### src/rtl/vga_display_engine.sv
// Parametrised VGA back-end: pixel-tick divider, programmable H/V timing, pixel
// request port, frame-latched test patterns and a start-of-vblank update strobe.
module vga_display_engine #(
  parameter int unsigned CLK_DIV     = 4,
  parameter int unsigned H_VIS       = 640,
  parameter int unsigned H_FP        = 16,
  parameter int unsigned H_SYNC      = 96,
  parameter int unsigned H_BP        = 48,
  parameter int unsigned V_VIS       = 480,
  parameter int unsigned V_FP        = 10,
  parameter int unsigned V_SYNC      = 2,
  parameter int unsigned V_BP        = 33,
  parameter bit          SYNC_POL    = 1'b0,
  parameter logic [7:0]  SOLID_COLOR = 8'h03
) (
  input  logic        clk,
  input  logic        rst,
  input  logic [1:0]  mode,
  input  logic [7:0]  pix_in,
  output logic [10:0] req_x,
  output logic [9:0]  req_y,
  output logic        req_valid,
  output logic        hsync,
  output logic        vsync,
  output logic [7:0]  vga_color,
  output logic        update
);

  localparam int unsigned H_TOTAL = H_VIS + H_FP + H_SYNC + H_BP;
  localparam int unsigned V_TOTAL = V_VIS + V_FP + V_SYNC + V_BP;
  localparam int unsigned DIV_W   = (CLK_DIV > 1) ? $clog2(CLK_DIV) : 1;
  localparam int unsigned SEG_LEN = H_VIS / 8;
  localparam int unsigned SEG_W   = $clog2(SEG_LEN + 1);

  logic [DIV_W-1:0] div_q, div_d;
  logic [10:0]      h_q, h_d;
  logic [9:0]       v_q, v_d;
  logic [1:0]       mode_q, mode_d;
  logic [SEG_W-1:0] seg_q, seg_d;
  logic [2:0]       bar_q, bar_d;
  logic             hsync_q, hsync_d;
  logic             vsync_q, vsync_d;
  logic [7:0]       color_q, color_d;
  logic             update_q, update_d;
  logic             tick;
  logic             visible;
  logic [7:0]       bar_color;
  logic [7:0]       pattern;

  // State register
  always_ff @(posedge clk) begin
    if (rst) begin
      div_q    <= '0;
      h_q      <= '0;
      v_q      <= '0;
      mode_q   <= '0;
      seg_q    <= '0;
      bar_q    <= '0;
      hsync_q  <= ~SYNC_POL;
      vsync_q  <= ~SYNC_POL;
      color_q  <= '0;
      update_q <= 1'b0;
    end else begin
      div_q    <= div_d;
      h_q      <= h_d;
      v_q      <= v_d;
      mode_q   <= mode_d;
      seg_q    <= seg_d;
      bar_q    <= bar_d;
      hsync_q  <= hsync_d;
      vsync_q  <= vsync_d;
      color_q  <= color_d;
      update_q <= update_d;
    end
  end

  assign visible = (h_q < 11'(H_VIS)) && (v_q < 10'(V_VIS));

  // Bar colour follows the segment counter, so no divide by H_VIS/8 is needed
  always_comb begin
    bar_color = 8'h00;
    unique case (bar_q)
      3'd0:    bar_color = 8'hFF;
      3'd1:    bar_color = 8'hFC;
      3'd2:    bar_color = 8'h1F;
      3'd3:    bar_color = 8'h1C;
      3'd4:    bar_color = 8'hE3;
      3'd5:    bar_color = 8'hE0;
      3'd6:    bar_color = 8'h03;
      default: bar_color = 8'h00;
    endcase
  end

  always_comb begin
    pattern = 8'h00;
    unique case (mode_q)
      2'd0:    pattern = SOLID_COLOR;
      2'd1:    pattern = bar_color;
      2'd2:    pattern = (h_q[5] ^ v_q[5]) ? 8'hFF : 8'h00;
      default: pattern = pix_in;
    endcase
  end

  // Next state: everything except the divider and strobe advances on tick only
  always_comb begin
    div_d    = div_q;
    h_d      = h_q;
    v_d      = v_q;
    mode_d   = mode_q;
    seg_d    = seg_q;
    bar_d    = bar_q;
    hsync_d  = hsync_q;
    vsync_d  = vsync_q;
    color_d  = color_q;
    update_d = 1'b0;
    tick     = (div_q == DIV_W'(CLK_DIV - 1));

    if (!tick) begin
      div_d = div_q + DIV_W'(1);
    end else begin
      div_d   = '0;
      hsync_d = ((h_q >= 11'(H_VIS + H_FP)) && (h_q < 11'(H_VIS + H_FP + H_SYNC)))
                ? SYNC_POL : ~SYNC_POL;
      vsync_d = ((v_q >= 10'(V_VIS + V_FP)) && (v_q < 10'(V_VIS + V_FP + V_SYNC)))
                ? SYNC_POL : ~SYNC_POL;
      color_d = visible ? pattern : 8'h00;

      if (h_q == 11'(H_TOTAL - 1)) begin
        h_d   = '0;
        seg_d = '0;
        bar_d = '0;
        if (v_q == 10'(V_VIS - 1)) begin
          update_d = 1'b1;
        end
        if (v_q == 10'(V_TOTAL - 1)) begin
          v_d    = '0;
          mode_d = mode;
        end else begin
          v_d = v_q + 10'd1;
        end
      end else begin
        h_d = h_q + 11'd1;
        if (seg_q == SEG_W'(SEG_LEN - 1)) begin
          seg_d = '0;
          bar_d = bar_q + 3'd1;
        end else begin
          seg_d = seg_q + SEG_W'(1);
        end
      end
    end
  end

  assign req_x     = h_q;
  assign req_y     = v_q;
  assign req_valid = visible;
  assign hsync     = hsync_q;
  assign vsync     = vsync_q;
  assign vga_color = color_q;
  assign update    = update_q;

endmodule

### config.mk
export PLATFORM = sky130hd
export DESIGN_NAME = vga_display_engine
export DESIGN_NICKNAME = d
export VERILOG_FILES = /design/src/rtl/vga_display_engine.sv
export SDC_FILE = /design/constraint.sdc
export NUM_CORES = 1
export LEC_CHECK = 0
export BUFFER_PORTS_ARGS = -buffer_cell sky130_fd_sc_hd__buf_4
export CAP_MARGIN = 20
export CORE_MARGIN = 1.5
export CORE_UTILIZATION = 30
export CTS_CLUSTER_SIZE = 28
export DETAILED_ROUTE_END_ITERATION = 8
export SLEW_MARGIN = 20
export SYNTH_ARGS = -nofsm -noshare
export SYNTH_HDL_FRONTEND = slang
export SYNTH_SLANG_ARGS = --single-unit
### constraint.sdc
create_clock -name clk -period 3 [get_ports clk]
set_input_delay 0.6 -clock clk [delete_from_list [all_inputs] [get_ports clk]]
set_output_delay 0.6 -clock clk [all_outputs]
set_load 0.02 [all_outputs]
After elaboration in Yosys (flattened, before gate mapping)
Index checks and enable logic that the tools add are counted.
Storage, ports and cells
  register bits: 46
  input port bits: 12
  output and inout bits: 33
  word-level logic and storage cells: 61
Operators by class
  $add $sub $neg: 5
  $lt $le $gt $ge: 6
  equal/unequal tests: 13
  multiplexer cells: 13
  bitwise logic cells: 3
  reductions and logical operators: 11
Operators by type and width (count)
  8-bit case mux with 7 select lines: 1
  8-bit case mux with 3 select lines: 1
  11-bit by 10-bit less-than comparator with 1-bit output, second input constant: 2
  10-bit by 9-bit less-than comparator with 1-bit output, second input constant: 2
  8-bit two-way mux: 2
  7-bit two-way mux: 2
  11-bit by 1-bit adder with 11-bit output, second input constant: 1
  11-bit by 10-bit == test with 1-bit output, second input constant: 1
  11-bit by 10-bit greater-or-equal comparator with 1-bit output, second input constant: 1
  11-bit two-way mux: 1
  10-bit by 1-bit adder with 10-bit output, second input constant: 1
  10-bit == test, second input constant: 1
  10-bit by 9-bit == test with 1-bit output, second input constant: 1
  10-bit by 9-bit greater-or-equal comparator with 1-bit output, second input constant: 1
  10-bit two-way mux: 1
  3-bit == test, second input constant: 3
  7-bit by 1-bit adder with 7-bit output, second input constant: 1
  7-bit == test, second input constant: 1
  3-bit by 2-bit == test with 1-bit output, second input constant: 2
  3-bit two-way mux: 2
  2-bit == test, second input constant: 2
  2-bit AND reduction: 2
  3-bit by 1-bit adder with 3-bit output, second input constant: 1
  3-bit by 1-bit == test with 1-bit output, second input constant: 1
  other kinds (12): 17

Logic depth before layout (Yosys ltp)
Gate-level depths: netlist of the first run.
  depth in word-level cells: 4
  mapped depth: 7
  gate-level depth less buffers: 6

Worst setup path before layout of the first run
Ideal clock, no wire load.
  kind: reg-to-output
  from: reg v_q[5], in the netlist req_y[5]
  to: out req_valid
  arrival time: 1.372 ns
  data required time: 2.400 ns
  slack: 1.028 ns
  cell stages (with the launch flop): 4
  buffers on the path: 1
  cell sequence: dfxtp_1 > buf_6 > and4_1 > nor4_1
Between the ends
  longest elaborated chain between the ends: 2
RTL lines
  start, declared: RTL line 37  | logic [9:0] v_q, v_d;
  start signal, assigned: RTL line 66  | v_q <= v_d;
  10-bit by 9-bit less-than comparator with 1-bit output: RTL line 77  | assign visible = (h_q < 11'(H_VIS)) && (v_q < 10'(V_VIS));
  1-bit logical AND: RTL line 77
  end, declared: RTL line 22  | output logic req_valid,
No other way between the ends.

Worst setup path after layout of the first run
  from: reg div_q[0]
  to: reg v_q[9], in the netlist req_y[9]
Between the ends
  longest elaborated chain between the ends: 2
RTL lines
  start, declared: RTL line 35  | logic [DIV_W-1:0] div_q, div_d;
  start signal, assigned: RTL line 64  | div_q <= div_d;
  2-bit == test: RTL line 116  | tick = (div_q == DIV_W'(CLK_DIV - 1));
  2-bit AND reduction (no line)
No other way between the ends.
A chain may end at the register's enable or synchronous reset.

==> reports/qor.yml, run 1 <==
synthesis:
  yosysWarnings: 0
  synthDistinctLibCells: 49
  synthFlopType: "dfxtp_1"
  avgSynthCellArea_sq_um: 8.81
  syn_area_sq_mm: 0.00228
  yosysTopAreaCellShare_pct: 40.4
  syn_nets: 281
  synth_top_cell_by_area: "dfxtp_1"
  synth-edff-count: 0
  synthTopCellsByArea: "dfxtp_1 40%, ha_1 5.5%, nor2_1 3.8%"
  synth_cells: 259
  ys_ff_latch: 46
  async_reset_ff_share_pct: 0
  ys_seq_area_share_pct: 40.4
sta:
  fin_crit_ns: 2.24
  report.final.slew_viol_count: 0
  tightest_slew_ns: 0.658
  setup_tns_ns: 0
  period_share_pct: 74.5
  clock-skew-final_ns: 0.0109
  finalSetupViolations: 0
  slew_headroom_pct: 56.0
  final_hold_viol_count: 0
  fmax_mhz: 447
  rsz0062_at_grt: "false"
final_layout:
  nFillCells: 753
  area_growth_pct: 20.8
  antenna_cells: 0
  drive_gt1_share_pct: 22.6
  multiInputGateArea_sq_mm: 0.00125
  layoutNonFillerInstCount: 400
  layout.area.seq_sq_um: 921
  fin_nets: 322
drt:
  highest_layer: "met4"
  drt_iter0_markers: 84
  ant_nets: 0
  met3_length_um: 229
  vias: 1981
  vias_per_cell: 4.95
  met2WireLength_um: 2260
  drt-pass1-iter-count: 4
  drt-met1-wl_um: 2530
  wire_per_inst_um: 12.7
  wirelength_um: 5080
  drc: 0
cts:
  post-cts-setup-buffers: 0
  cts_made_buffers: 5
  cts_tree: "yes"
  insertion_delay_ns: 0.31
  cts_max_path_buffers: 2
  htree_levels: 2
  cts_hold_buffers: 0
  numClockSinks: 46
  path_clk_slew_ns: 0.09
  clockRootBuffer: "clkbuf_8"
  cts_resized: 0
floorplan:
  die_h_um: 90.2
  core_sq_mm: 0.00729
  die-width_um: 90.2
  initial_core_util_pct: 31.3
  die_area_sq_mm: 0.00814
  row_count: 31
  ioPinCount: 45
global_route:
  track_usage_pct: 13.2
  antenna_found_initial: 0
  gr-total-overflow: 0
  grt_pass1_vias: 1867
  grt_pass1_wl_um: 8870
  grt_start_max_net_pins: 20
critical_path:
  slowest_delay_ns: 0.66
  cp_slowest_cell: "o21ai_0"
  cp_data_required_time_ns: 3.17
  path_cells: "ha_1, buf_4, nand4_1, o21ai_0, a21oi_1"
  worst_setup_path_end_kind: "register"
  critical_path_class: "reg2reg"
  arrival_ns: 2.40
  cp-start-kind: "register"
  path_max_fanout: 12
power:
  leakagePower_uw: 0.00101
  peakVddDrop_mv: 0.147
  pwr_density_cell_mw_per_mm2: 393
placed_design:
  dp_cells: 392
  port_buffers: 44
  place_hpwl_um: 3740
  place.gp.congestion: 0.740
run_status:
  status: "finished clean"
job:
  max_cap_violations: 0
min_path:
  hold_class: "reg2reg"
==> power breakdown <==
group | switching [uW] | internal (uW)
Sequential | 8.49 | 619
Clock | 227 | 168
Combinational | 33.0 | 26.5
==> flip-flops by register name (all words and copies together) (netlist names) <==
register / cells
div_q: 2
mode_q: 2
req_y: 10
bar_q: 3
update: 1
seg_q: 7
vga_color: 8
req_x: 11
vsync: 1
hsync: 1
==> kinds of logic (layout without fill, tap and decap cells) <==
logic type | after synthesis | count (layout) | share of synthesized area, %
adders and majority gates | 10 | 10 | 5.48
xor gates and xnor gates | 16 | 16 | 6.14
DFF | 46 | 46 | 40.4
and+or+nand+nor | 119 | 119 | 30.2
AOI/OAI and AO/OA | 49 | 49 | 13.0
buffers and inverters | 19 | 61 | 4.82
==> per-layer routing <==
metal / up-vias / track usage [%]
met5: - / 0
met4: 0 / 3.97
met3: 5 / 3.21
met2: 37 / 20.1
met1: 924 / 18.3
li1: 1015 / -
==> placed cells by master (no fill, tap or decap), types with 3 or more instances in the layout <==
master | netlist | layout
nor2_1 | 23 | 23
a22o_1 | 3 | 3
clkbuf_8 | 1 | 5
ha_1 | 10 | 10
xor2_1 | 7 | 7
nand2_1 | 20 | 20
nand3_1 | 16 | 16
or2_2 | 3 | 3
buf_4 | 1 | 45
a31oi_1 | 3 | 3
nand4_1 | 9 | 9
o21ai_0 | 13 | 13
nand2b_1 | 3 | 3
xnor2_1 | 9 | 9
nor4_1 | 3 | 3
or3_1 | 4 | 4
a21oi_1 | 16 | 16
and4_1 | 4 | 4
nor3_1 | 9 | 9
inv_1 | 8 | 8
or3_2 | 3 | 3
o31ai_1 | 5 | 5
dfxtp_1 | 46 | 46
==> cells in the mapped netlist (2+ instances only) <==
master,n
and4_2,2
o31ai_1,5
nand2_1,20
a41oi_1,2
nor4_1,3
inv_1,8
dfxtp_1,46
or2_2,3
nor3_1,9
and2_2,2
and4_1,4
buf_6,3
nand3_1,16
xor2_1,7
ha_1,10
o21ai_0,13
o21ai_1,2
nand4_1,9
a21oi_1,16
or4_1,2
xnor2_1,9
nand2b_1,3
nor3b_1,2
a31oi_1,3
a311oi_1,2
or3_2,3
or3_1,4
buf_2,2
nor2_1,23
nor2b_1,2
a22o_1,3
clkbuf_1,4
==> through the flow <==
step           hold slack (ns)  setup slack (ns)  util (%)  total power (uW)  area, sq um
2_1_floorplan            0.398              1.03         -               678         2280
3_3_place_gp             0.405             0.851      36.5               701         2660
3_5_place_dp             0.416             0.761      36.5               702         2660
4_1_cts                  0.428             0.748      37.8              1100         2760
5_1_grt                  0.447             0.476      37.8              1130         2760
6_report                 0.423             0.765      37.8              1080         2760
==> area by class of cell <==
class | count | share of cell area, %
sequential | 46 | 33.4
clock buffer | 5 | 2.50
multi-input combinational | 194 | 45.4
tap | 99 | 4.49
clock inverter | 3 | 0.907
timing repair buffer | 45 | 12.3
inverter | 8 | 1.09
==> path summary, 6_finish.rpt <==
kind,startpoint,end,slack (ns),depth (start not counted)
setup / recovery,div_q[0],req_y[9],0.76,5
hold / removal,div_q[0],div_q[0],0.42,1
setup reg to reg,div_q[0],req_y[9],0.76,5
hold reg to reg,div_q[0],div_q[0],0.42,1
==> worst max-delay path: cells and delay by family, from the launching register on <==
family	cells	cell delay, ns
AO/OA/AOI/OAI	2	0.74
flip-flops	1	0.34
AND/OR/NAND/NOR	1	0.38
buffers and inverters	1	0.24
adder cells (fa/ha/maj)	1	0.40
Power figures use the tool's default switching activity.
==> run 2, diff against run 1 <==
- ABC_AREA: not set -> 1
- clock period: 3 -> 2.1 ns (I/O delays scaled with it)
==> run 2 against run 1 <==
Largest power group unchanged. Sequential share of layout area fell by 2.5 points. Worst setup slack got worse by 0.47 ns. Utilization is 0.40 points higher. Hold slack got worse by 0.045 ns.
==> reports/qor.yml, run 2 <==
run_status:
  status: "finished clean"
floorplan:
  core_sq_mm: 0.00781
  die_area_sq_mm: 0.00868
  initial_core_util_pct: 31.3
  die-width_um: 93.2
  ioPinCount: 45
  die_h_um: 93.2
  row_count: 32
drt:
  wirelength_um: 5630
  met3_length_um: 272
  drt-pass1-iter-count: 4
  drt-met1-wl_um: 2840
  met2WireLength_um: 2450
  wire_per_inst_um: 11.5
  drc: 0
  ant_nets: 0
  vias_per_cell: 4.50
  highest_layer: "met4"
  drt_iter0_markers: 84
  vias: 2199
critical_path:
  path_cells: "nand2_1, inv_1, nand2_1, nand4_1, inv_1, buf_4"
  worst_setup_path_end_kind: "primary output"
  critical_path_class: "reg2out"
  cp_slowest_cell: "dfxtp_1"
  arrival_ns: 1.39
  r2r-end: "vga_color[4]"
  reg2regPathDepth: 7
  r2r_start: "div_q[0]"
  slowest_delay_ns: 0.46
  ff2ff_setup_slack_ns: 0.40
  cp-start-kind: "register"
  cp_data_required_time_ns: 1.68
  path_max_fanout: 7
final_layout:
  antenna_cells: 0
  nFillCells: 819
  mostFrequentLayoutCell: "nand2_1"
  area_growth_pct: 22.3
  largest_reg_flops: 11
  layout_common_cells: "72 x nand2_1, 47 x buf_4, 46 x dfxtp_1"
  multiInputGateArea_sq_mm: 0.00131
  layout.area.seq_sq_um: 921
  fin_nets: 408
  drive_gt1_share_pct: 22.2
synthesis:
  synth-edff-count: 0
  syn_nets: 358
  yosysWarnings: 0
  synth_top_cell_by_area: "dfxtp_1"
  synthFlopType: "dfxtp_1"
  yosysMostFrequentCell: "nand2_1"
  yosysTopAreaCellShare_pct: 37.7
  synth_cells: 336
  ys_seq_area_share_pct: 37.7
  ys_ff_latch: 46
  synthDistinctLibCells: 34
  synth_commonest_cells: "72 x nand2_1, 46 x dfxtp_1, 44 x inv_1"
  avgSynthCellArea_sq_um: 7.26
  syn_area_sq_mm: 0.00244
  async_reset_ff_share_pct: 0
  synthTopCellsByArea: "dfxtp_1 38%, nand2_1 11%, inv_1 6.8%"
sta:
  slew_headroom_pct: 74.3
  rsz0062_at_grt: "false"
  final_hold_viol_count: 0
  clock-skew-final_ns: 0.0117
  fmax_mhz: 552
  fin_ws_ns: 0.290
  report.final.slew_viol_count: 0
  setup_tns_ns: 0
  period_share_pct: 86.2
  tightest_slew_ns: 0.386
  fin_crit_ns: 1.81
  finalSetupViolations: 0
power:
  leakagePower_uw: 0.00128
  pwr_density_cell_mw_per_mm2: 520
  peakVddDrop_mv: 0.329
cts:
  cts_max_path_buffers: 2
  post-cts-setup-buffers: 0
  path_clk_slew_ns: 0.10
  cts_hold_buffers: 0
  cts_tree: "yes"
  htree_levels: 2
  cts_made_buffers: 5
  insertion_delay_ns: 0.30
  clockRootBuffer: "clkbuf_8"
  cts_resized: 0
  numClockSinks: 46
min_path:
  hold_start: "pix_in[1]"
  hold_class: "in2reg"
  hold_depth: 3
  worstHoldEndpoint: "vga_color[1]"
global_route:
  gr-total-overflow: 0
  antenna_found_initial: 0
  grt_start_max_net_pins: 17
  track_usage_pct: 13.9
  grt_pass1_vias: 2090
  grt_pass1_wl_um: 9560
placed_design:
  port_buffers: 44
  place_hpwl_um: 4400
  place.gp.congestion: 0.884
  dp_worst_setup_slack_ns: 0.382
job:
  max_cap_violations: 0
-- run 2: changes by cell type after synthesis, sizes merged, moves of 4 or more --
cell,previous run,this run
nand2,20,77
inv,8,48
nor2,23,59
o21ai,15,25
or3,7,0
xnor2,9,2
and4,6,0
clkbuf,5,0
o31ai,5,0
xor2,7,3
-- run 2: stage by stage --
stage / cell area (sq um) / power, uW / utilization (%) / instances / hold slack, ns
finish: 2980 / 1550 / 38.2 / 489 / 0.378
global route: 2980 / 1630 / 38.2 / 489 / 0.362
CTS: 2980 / 1570 / 38.2 / 489 / 0.375
detailed placement: 2890 / 1010 / 37.0 / 481 / 0.418
global placement: 2890 / 1000 / 37.0 / 481 / 0.406
floorplan: 2440 / 965 / - / 336 / 0.399
-- run 2: critical path: cells and delay by family (launching register included) --
kind / cells / cell delay, ns
buffers and inverters: 3 / 0.31
AND/OR/NAND/NOR: 3 / 0.33
flip-flops: 1 / 0.46
-- run 2: how the worst max path moves through the flow --
stage | startpoint | endpoint | slack [ns] | cells past startpoint
floorplan | req_x[1] | mode_q[1] | 0.53 | 8
global placement | div_q[0] | req_x[9] | 0.48 | 8
detailed placement | div_q[0] | vga_color[4] | 0.38 | 7
CTS | req_y[5] | req_valid | 0.25 | 6
global route | req_y[5] | req_valid | 0.17 | 6
finish | req_y[5] | req_valid | 0.29 | 6
-- run 2: logic make-up after synthesis --
group                      share of synthesized area, %
AOI/OAI and AO/OA                                  9.74
DFF                                                37.7
adders and majority gates                          5.13
xor gates and xnor gates                           1.80
and+or+nand+nor                                    36.8
buffers and inverters                              8.77
-- run 2: where the power goes --
part,leakage (uW),total [uW],switching (uW),internal [uW]
logic,0.000863,94.6,56.8,37.8
registers,0.000371,889,6.75,883
clock network,0.0000408,569,330,239
total,0.00128,1550,394,1160
-- run 2: area by class of cell --
cell class	count	area share, %
clock buffer	5	2.31
clock inverter	3	0.797
inverter	48	6.21
multi-input combinational	238	43.7
sequential	46	30.9
tap	102	4.28
timing repair buffer	47	11.8
-- run 2: metal layers --
layer,global-route usage (%),up-vias
li1,-,1178
met1,19.2,964
met2,21.5,51
met3,2.93,6
met4,4.17,0
met5,0,-
==> run 3, diff against run 2 <==
- ABC_AREA: 1 -> 0
==> run 3 against run 2 <==
Critical path depth down 1. Hold slack worse by 0.029 ns. Clock power up 38%. Combinational power down 2.4%. Global-route usage down 0.68 points. Flip-flop and latch count unchanged. Critical endpoint is now bar_q[1]. Clock skew about the same. Sequential share of layout area up 1.2 points. Utilization up 1.1 points. Non-clock buffer count up 7. Via count down 7.5%.
==> reports/qor.yml, run 3 (same netlist as run 1, synthesis figures left out) <==
placed_design:
  dp_worst_setup_slack_ns: 0.160
  dp_cells: 401
  place_hpwl_um: 3860
  port_buffers: 44
  place.gp.congestion: 0.811
critical_path:
  crit_family: "simple AND/OR/NAND/NOR gates"
  cp_data_required_time_ns: 2.33
  cp-start-kind: "register"
  arrival_ns: 2.20
  path_max_fanout: 7
  worst_setup_path_end_kind: "register"
  worst-path-buf-inv: 0
  slowest_delay_ns: 0.49
  critical_path_class: "reg2reg"
  path_cells: "ha_1, nand4_1, or3b_1, or3b_2, a21oi_1"
  cp_slowest_cell: "or3b_1"
final_layout:
  antenna_cells: 0
  fin_nets: 331
  largest_reg_flops: 11
  drive_gt1_share_pct: 24.8
  nFillCells: 777
  mostFrequentLayoutCell: "buf_4"
  fin_util_pct: 39.3
  layout_common_cells: "54 x buf_4, 46 x dfxtp_1, 23 x nor2_1"
  area_growth_pct: 25.7
  layoutNonFillerInstCount: 409
power:
  pwr_density_cell_mw_per_mm2: 619
  peakVddDrop_mv: 0.310
  leakagePower_uw: 0.00108
global_route:
  grt_pass1_vias: 1875
  antenna_found_initial: 0
  grt-busiest-layer: "met2"
  use_met1_pct: 17.0
  gr-total-overflow: 0
  track_usage_pct: 13.2
  grt_start_max_net_pins: 19
  grt_pass1_wl_um: 8850
  use_met3_pct: 3.47
  grtUsageMet2_pct: 21.8
min_path:
  hold_class: "in2reg"
sta:
  slew_headroom_pct: 71.1
  finalSetupViolations: 0
  fin_crit_ns: 1.97
  tightest_slew_ns: 0.432
  fin_ws_ns: 0.133
  setup_tns_ns: 0
  rsz0062_at_grt: "false"
  final_hold_viol_count: 0
  period_share_pct: 93.7
  fmax_mhz: 508
  clock-skew-final_ns: 0.0121
  report.final.slew_viol_count: 0
floorplan:
  row_count: 31
  initial_core_util_pct: 31.3
  die_h_um: 90.2
  die-width_um: 90.2
  core_sq_mm: 0.00729
  ioPinCount: 45
  die_area_sq_mm: 0.00814
cts:
  cts_resized: 0
  insertion_delay_ns: 0.30
  cts_max_path_buffers: 2
  clockRootBuffer: "clkbuf_8"
  path_clk_slew_ns: 0.09
  cts_made_buffers: 5
  cts_hold_buffers: 0
  post-cts-setup-buffers: 0
  cts_tree: "yes"
  htree_levels: 2
  numClockSinks: 46
run_status:
  status: "finished clean"
drt:
  drc: 0
  vias_per_cell: 4.97
  drt_iter0_markers: 62
  drt-pass1-iter-count: 4
  wirelength_um: 5250
  ant_nets: 0
  wire_per_inst_um: 12.8
  vias: 2033
job:
  max_cap_violations: 0
==> run 3: cell type report <==
class	count	area [sq um]	area share [%]
clock buffer	5	68.8	2.40
clock inverter	3	68.8	2.40
inverter	8	30.0	1.05
multi-input combinational	194	1250	43.6
sequential	46	921	32.1
tap	99	124	4.32
timing repair buffer	54	405	14.1
==> run 3: routing by layer <==
| layer | up-vias | routed length [um] | share of wire, % |
|---|---|---|---|
| li1 | 1038 | - | - |
| met1 | 951 | 2410 | 46 |
| met2 | 40 | 2570 | 49 |
| met3 | 4 | 215 | 4.1 |
| met4 | 0 | 47 | 0.90 |
| met5 | - | 0 | 0 |
==> run 3: final timing paths <==
kind / start / end / slack (ns) / cells past startpoint
max: div_q[0] / bar_q[1] / 0.13 / 5
min: pix_in[0] / vga_color[0] / 0.35 / 3
max reg2reg: div_q[0] / bar_q[1] / 0.13 / 5
min reg2reg: div_q[0] / div_q[0] / 0.43 / 1
==> run 3: power breakdown <==
part	switching (uW)	total, uW	internal, uW	leakage [uW]
Combinational	48.9	92.3	43.4	0.000640
Clock	309	786	477	0.0000683
Sequential	12.0	897	885	0.000371
==> run 3: metrics by stage <==
step	hold WS, ns	cell area [sq um]	total power, uW
final	0.349	2870	1770
after CTS	0.344	2870	1800
after floorplan	0.398	2280	969
after global routing	0.333	2870	1850
after global placement	0.406	2730	1010
after detailed placement	0.417	2730	1010
==> run 3: worst register-to-register path: stages, from the launching register on <==
cell,delay (ns)
dfxtp_1,0.34
ha_1,0.25
nand4_1,0.21
or3b_1,0.49
or3b_2,0.47
a21oi_1,0.14
